==> src/rtl/reg_op_sequencer_pkg.sv <==
// Shared definitions for the register-operation sequencer.
//   - Default data / amount widths (the data width matches the register block).
//   - Command opcodes driven on cmd_op.
//   - Sequencer state encoding (IDLE -> RUN -> DONE -> IDLE).
package reg_op_sequencer_pkg;

   localparam int DATA_WIDTH_DEF = 16;
   localparam int AMT_WIDTH_DEF  = 5;

   localparam logic [2:0] OP_NOP = 3'd0;
   localparam logic [2:0] OP_CLR = 3'd1;
   localparam logic [2:0] OP_LD  = 3'd2;
   localparam logic [2:0] OP_INC = 3'd3;
   localparam logic [2:0] OP_DEC = 3'd4;
   localparam logic [2:0] OP_SHR = 3'd5;
   localparam logic [2:0] OP_SHL = 3'd6;
   localparam logic [2:0] OP_RSV = 3'd7;

   localparam logic [1:0] S_IDLE = 2'd0;
   localparam logic [1:0] S_RUN  = 2'd1;
   localparam logic [1:0] S_DONE = 2'd2;

endpackage

==> src/rtl/reg_op_sequencer.sv <==
// Register-operation sequencer.
// Accepts one command (CLR/LD/INC/DEC/SHR/SHL with a repeat count), drives the
// register's one-hot control strobes for K cycles, then reports the result.
// Ports:
//   clk, rst_n                 clock / async active-low reset
//   cmd_valid, cmd_ready       command handshake
//   cmd_op, cmd_amt,
//   cmd_data, cmd_fill         command fields
//   reg_q                      register output (looped back)
//   reg_cl..reg_sl             register control strobes (at most one high)
//   reg_in, reg_ir, reg_il     register parallel / serial fill inputs
//   busy, done, res_data, err  status and completion
//
// Handshake: a command transfers on a rising edge where cmd_valid and
// cmd_ready are both 1. cmd_ready is 1 only in IDLE (and out of reset), so a
// command presented while busy is simply held off; the fields are sampled only
// on the transfer edge and may change freely at any other time.
module reg_op_sequencer
   import reg_op_sequencer_pkg::*;
#(
   parameter int DATA_WIDTH = DATA_WIDTH_DEF,
   parameter int AMT_WIDTH  = AMT_WIDTH_DEF
) (
   input  logic                  clk,
   input  logic                  rst_n,
   input  logic                  cmd_valid,
   output logic                  cmd_ready,
   input  logic [2:0]            cmd_op,
   input  logic [AMT_WIDTH-1:0]  cmd_amt,
   input  logic [DATA_WIDTH-1:0] cmd_data,
   input  logic                  cmd_fill,
   input  logic [DATA_WIDTH-1:0] reg_q,
   output logic                  reg_cl,
   output logic                  reg_ld,
   output logic                  reg_inc,
   output logic                  reg_dec,
   output logic                  reg_sr,
   output logic                  reg_sl,
   output logic [DATA_WIDTH-1:0] reg_in,
   output logic                  reg_ir,
   output logic                  reg_il,
   output logic                  busy,
   output logic                  done,
   output logic [DATA_WIDTH-1:0] res_data,
   output logic                  err
);

   // Shifting more than DATA_WIDTH times changes nothing further. If the amount
   // field cannot even reach DATA_WIDTH the clamp can never trigger.
   localparam logic [AMT_WIDTH-1:0] SHIFT_MAX =
      (DATA_WIDTH >= (2 ** AMT_WIDTH)) ? {AMT_WIDTH{1'b1}} : AMT_WIDTH'(DATA_WIDTH);
   localparam logic [AMT_WIDTH-1:0] ONE = AMT_WIDTH'(1);

   logic [1:0]            state;
   logic [AMT_WIDTH-1:0]  count;
   logic [2:0]            op_q;
   logic [DATA_WIDTH-1:0] data_q;
   logic                  fill_q;
   logic [AMT_WIDTH-1:0]  k_next;
   logic                  accept;
   logic                  run;

   // Number of strobe cycles the incoming command needs.
   always_comb begin
      k_next = '0;
      case (cmd_op)
         OP_CLR, OP_LD:   k_next = ONE;
         OP_INC, OP_DEC:  k_next = cmd_amt;
         OP_SHR, OP_SHL:  k_next = (cmd_amt > SHIFT_MAX) ? SHIFT_MAX : cmd_amt;
         default:         k_next = '0;
      endcase
   end

   assign accept = cmd_valid && cmd_ready;

   always_ff @(posedge clk or negedge rst_n) begin
      if (!rst_n) begin
         state  <= S_IDLE;
         count  <= '0;
         op_q   <= OP_NOP;
         data_q <= '0;
         fill_q <= 1'b0;
      end else begin
         case (state)
            S_IDLE: begin
               if (accept) begin
                  op_q   <= cmd_op;
                  data_q <= cmd_data;
                  fill_q <= cmd_fill;
                  count  <= k_next;
                  // Zero-length commands skip straight to the completion cycle.
                  state  <= (k_next == '0) ? S_DONE : S_RUN;
               end
            end
            S_RUN: begin
               count <= count - ONE;
               if (count == ONE) state <= S_DONE;
            end
            S_DONE:  state <= S_IDLE;
            default: state <= S_IDLE;
         endcase
      end
   end

   // All outputs decode from registered state, so an async reset clears them
   // without waiting for a clock edge.
   assign run       = (state == S_RUN);
   assign reg_cl    = run && (op_q == OP_CLR);
   assign reg_ld    = run && (op_q == OP_LD);
   assign reg_inc   = run && (op_q == OP_INC);
   assign reg_dec   = run && (op_q == OP_DEC);
   assign reg_sr    = run && (op_q == OP_SHR);
   assign reg_sl    = run && (op_q == OP_SHL);
   assign reg_in    = reg_ld ? data_q : '0;
   assign reg_ir    = reg_sr && fill_q;
   assign reg_il    = reg_sl && fill_q;

   assign cmd_ready = (state == S_IDLE) && rst_n;
   assign busy      = (state != S_IDLE);
   assign done      = (state == S_DONE);
   assign err       = done && (op_q == OP_RSV);
   assign res_data  = done ? reg_q : '0;

endmodule

==> config.mk <==
export PLATFORM = sky130hd
export DESIGN_NAME = reg_op_sequencer
export DESIGN_NICKNAME = d
export VERILOG_FILES = /design/src/rtl/reg_op_sequencer_pkg.sv /design/src/rtl/reg_op_sequencer.sv
export SDC_FILE = /design/constraint.sdc
export NUM_CORES = 1
export LEC_CHECK = 0
export ABC_AREA = 1
export CAP_MARGIN = 10
export CELL_PAD_IN_SITES_DETAIL_PLACEMENT = 1
export CELL_PAD_IN_SITES_GLOBAL_PLACEMENT = 2
export CORE_MARGIN = 1.5
export CORE_UTILIZATION = 22
export DETAILED_ROUTE_END_ITERATION = 12
export PLACE_DENSITY = 0.89
export SYNTH_ARGS = -nofsm -noshare
export SYNTH_HDL_FRONTEND = slang
export SYNTH_SLANG_ARGS = --single-unit
==> constraint.sdc <==
create_clock -name clk -period 3.18 [get_ports clk]
set_input_delay 0.954 -clock clk [delete_from_list [all_inputs] [get_ports clk]]
set_output_delay 0.954 -clock clk [all_outputs]
set_load 0.01 [all_outputs]
==> metrics.md <==
| Metric | Value |
|---|---|
| Result of the run | finished, final reports clean |
| Worst Path Arrival | 2090 ps |
| Area grow syn2layout | 56.7% |
| Layout Nets | 370 |
| Global-route wire length before repair | 8170 um |
| Pint | 0.976 mW |
| Min Tclk post-route | 3040 ps |
| Net Switching | 0.723 mW |
| Count of max-cap constraint violations | 0 |
| ANT cells | 0 |
| Crit Path Class | input port to output pin |
| Die H | 92.5 um |
| Worst vdd ir | 0.180 mV |
| CORE AREA | 7730 sq um |
| Synth Cell Area | 1760 sq um |
| Switching Fraction | 42.5% |
| DRT iter0 DRCs | 53 |
| Power, Total | 1.70 mW |
| Pin count of the biggest net entering global routing | 41 |
| Antenna violations before repair | 0 |
| Period utilisation layout | 95.7% |
| Clock buffer depth | 2 |
| Number of instances resized during post-cts repair | 1 |
| Final setup violation count | 0 |
| Clock Pin Slew Worst Setup and Hold Paths | 100 ps |
| Routability congestion estimate | 0.763 |
| Grt total ovfl | 0 |
| Commonest cells in the netlist | 46 x inv_1, 45 x nand2_1, 34 x nor2_1, 27 x dfrtp_1, 17 x o21ai_1 |
| Max_slew headroom | 74.1% |
| H-tree depth | 1 |
| Initial core utilization | 22.8% |
| Setup Skew | 1.71 ps |
| GRT busiest layer | met2 |
| Post-CTS Setup Inserts | 0 |
| Met2 usage | 20.6% |
| # rows | 32 |
| Count leader, synth | inv_1 |
| Post-synthesis register bit count | 27 |
| Req. time, crit path | 2230 ps |
| Crit end category | output pin |
| Cell Pwr Density | 615 nW/um^2 |
| Worst Path Max Fanout | 1 |
| Post-synth EDFFs | 0 |
| Overall Global Routing Usage | 11.7% |
| Synth area leaders | dfrtp_1 38%, inv_1 9.8%, nand2_1 9.6%, nor2_1 7.2%, nor2_4 6.4% |
| Final hold violation count | 0 |
| Final wirelength | 4790 um |
| Hold crit path type | flip-flop to flip-flop |
| Lkg Pwr | 1.25 nW |
| Async set-reset flop share out of synthesis | 100% |
| Ratio of cells with drive above 1 in the final layout | 9.91% |
| Vias per cell | 4.05 |
| RSZ-0062 raised after global routing | false |
| Cts hold-fix bufs | 0 |
| Routed via count | 1721 |
| Synthesized Nets | 282 |
| Critical Path Start Type | input port |
| DIE WIDTH | 92.5 um |
| Root Driver | clkbuf_8 |
| Clock sink count | 27 |
| Max Fclk | 0.329 GHz |
| Mean Syn Cell Area | 7.46 sq um |
| Sequential Power Share | 34.5% |
| Routed WL per cell | 11.3 um |
| DP HPWL | 3890 um |
| Final ANT Viol Nets | 0 |
| Top-area cell type share of the netlist area | 38.4% |
| Vias in the first global route | 1821 |
| Synth Flop Type | dfrtp_1 |
| Clk network pwr share | 11.7% |
| Cell type with the largest total area after synthesis | dfrtp_1 |
| Buffers on Ports | 87 |
| Fin. max-slew vios | 0 |
| Grt met1 use | 14.5% |
| Drt drc | 0 |
| Drt pass-1 iters | 4 |
| Sequential area share after synthesis | 38.4% |
| Fin Hold WS | 523 ps |
| Part of the power in combinational logic | 53.8% |
| Io pins | 88 |
| Die area | 8550 sq um |
| Least-Margin Pin Slew | 389 ps |
| Met3 Track Usage GR | 2.30% |
| Gate Count Post-Synth | 236 |
| Clk_lat worst skew | 270 ps |
| Num CTS Buffers | 3 |
| Syn. warnings | 0 |
| TritonCTS clock tree | built |
| Yosys cell types | 28 |
[per-layer routing]
layer,routed length [um],share of wire (%)
met1,2070,43
met4,30,0.63
met5,0,0
met3,345,7.2
met2,2340,49
[worst paths after layout]
check / startpoint / cells after the start / endpoint / slack, ps
max: reg_q[6] / 4 / res_data[6] / 140
min: op_q[2] / 2 / op_q[2] / 520
max reg2reg: state[0] / 7 / count[3] / 1740
min reg2reg: op_q[2] / 2 / op_q[2] / 520
max in group asynchronous: rst_n / 2 / data_q[4] / 2010
min in group asynchronous: rst_n / 2 / data_q[13] / 910
[layout make-up]
class                   instances  area (sq um)
fillers                       953          4970
repair buffers                 89           885
multi-input cells             150           821
flip-flops and latches         27           676
inverters                      53           206
well taps                     102           128
clock buffers                   3          41.3
clock inverters                 1          5.00
[power by group through the flow]
| stage | clock, mW | combinational [mW] | sequential, mW |
|---|---|---|---|
| after floorplan | 0 | 0.627 | 0.572 |
| after global placement | 0 | 0.905 | 0.586 |
| after detailed placement | 0 | 0.932 | 0.595 |
| after CTS | 0.215 | 0.937 | 0.589 |
| after global routing | 0.230 | 1.02 | 0.610 |
| final | 0.198 | 0.914 | 0.587 |
[metrics by stage]
step	worst slack [ps]	TNS (ps)	utilization (%)	instance area [sq um]	cells
CTS	124	0	35.7	2760	425
global route	48.8	0	35.7	2760	425
global placement	-139	-139	35.2	2720	421
finish	138	0	35.7	2760	425
floorplan	1010	0	-	1760	236
detailed placement	-132	-132	35.2	2720	421
[flip-flops by register name, indices dropped and copies added (netlist names)]
register	count
data_q	16
count	5
op_q	3
state	2
fill_q	1
[cells in the final DEF (no fill, tap or decap)]
master	count
o211ai_1	2
o21ai_1	17
clkinv_1	1
nor3_1	4
nand2_8	1
dfrtp_1	27
nand4_1	1
nor2_8	2
a2bb2oi_1	1
clkinv_2	1
nor2_4	10
inv_4	3
buf_4	2
o211ai_2	1
o21ai_0	4
nand2_1	45
inv_1	46
o221ai_1	2
nand3_1	15
dlygate4sd2_1	1
clkbuf_8	3
ha_1	2
clkdlybuf4s50_1	86
a21oi_1	2
nor2_1	34
nand2_4	2
inv_2	3
nand2_2	4
xor2_1	1
[critical path, stage by stage]
cell             delay, ps
clkdlybuf4s50_1        460
inv_1                   40
nor2_1                  90
clkdlybuf4s50_1        550
[logic make-up (layout without fill, tap and decap cells)]
logic type | after synthesis | in the layout | synth area share [%]
AND/OR/NAND/NOR | 118 | 118 | 35.1
buffers and inverters | 59 | 146 | 15.1
AO/OA/AOI/OAI | 29 | 29 | 9.59
flip-flops | 27 | 27 | 38.4
adder cells (fa/ha/maj) | 2 | 2 | 1.42
XOR/XNOR | 1 | 1 | 0.497
Note: power is estimated with default switching activity, not from simulation.
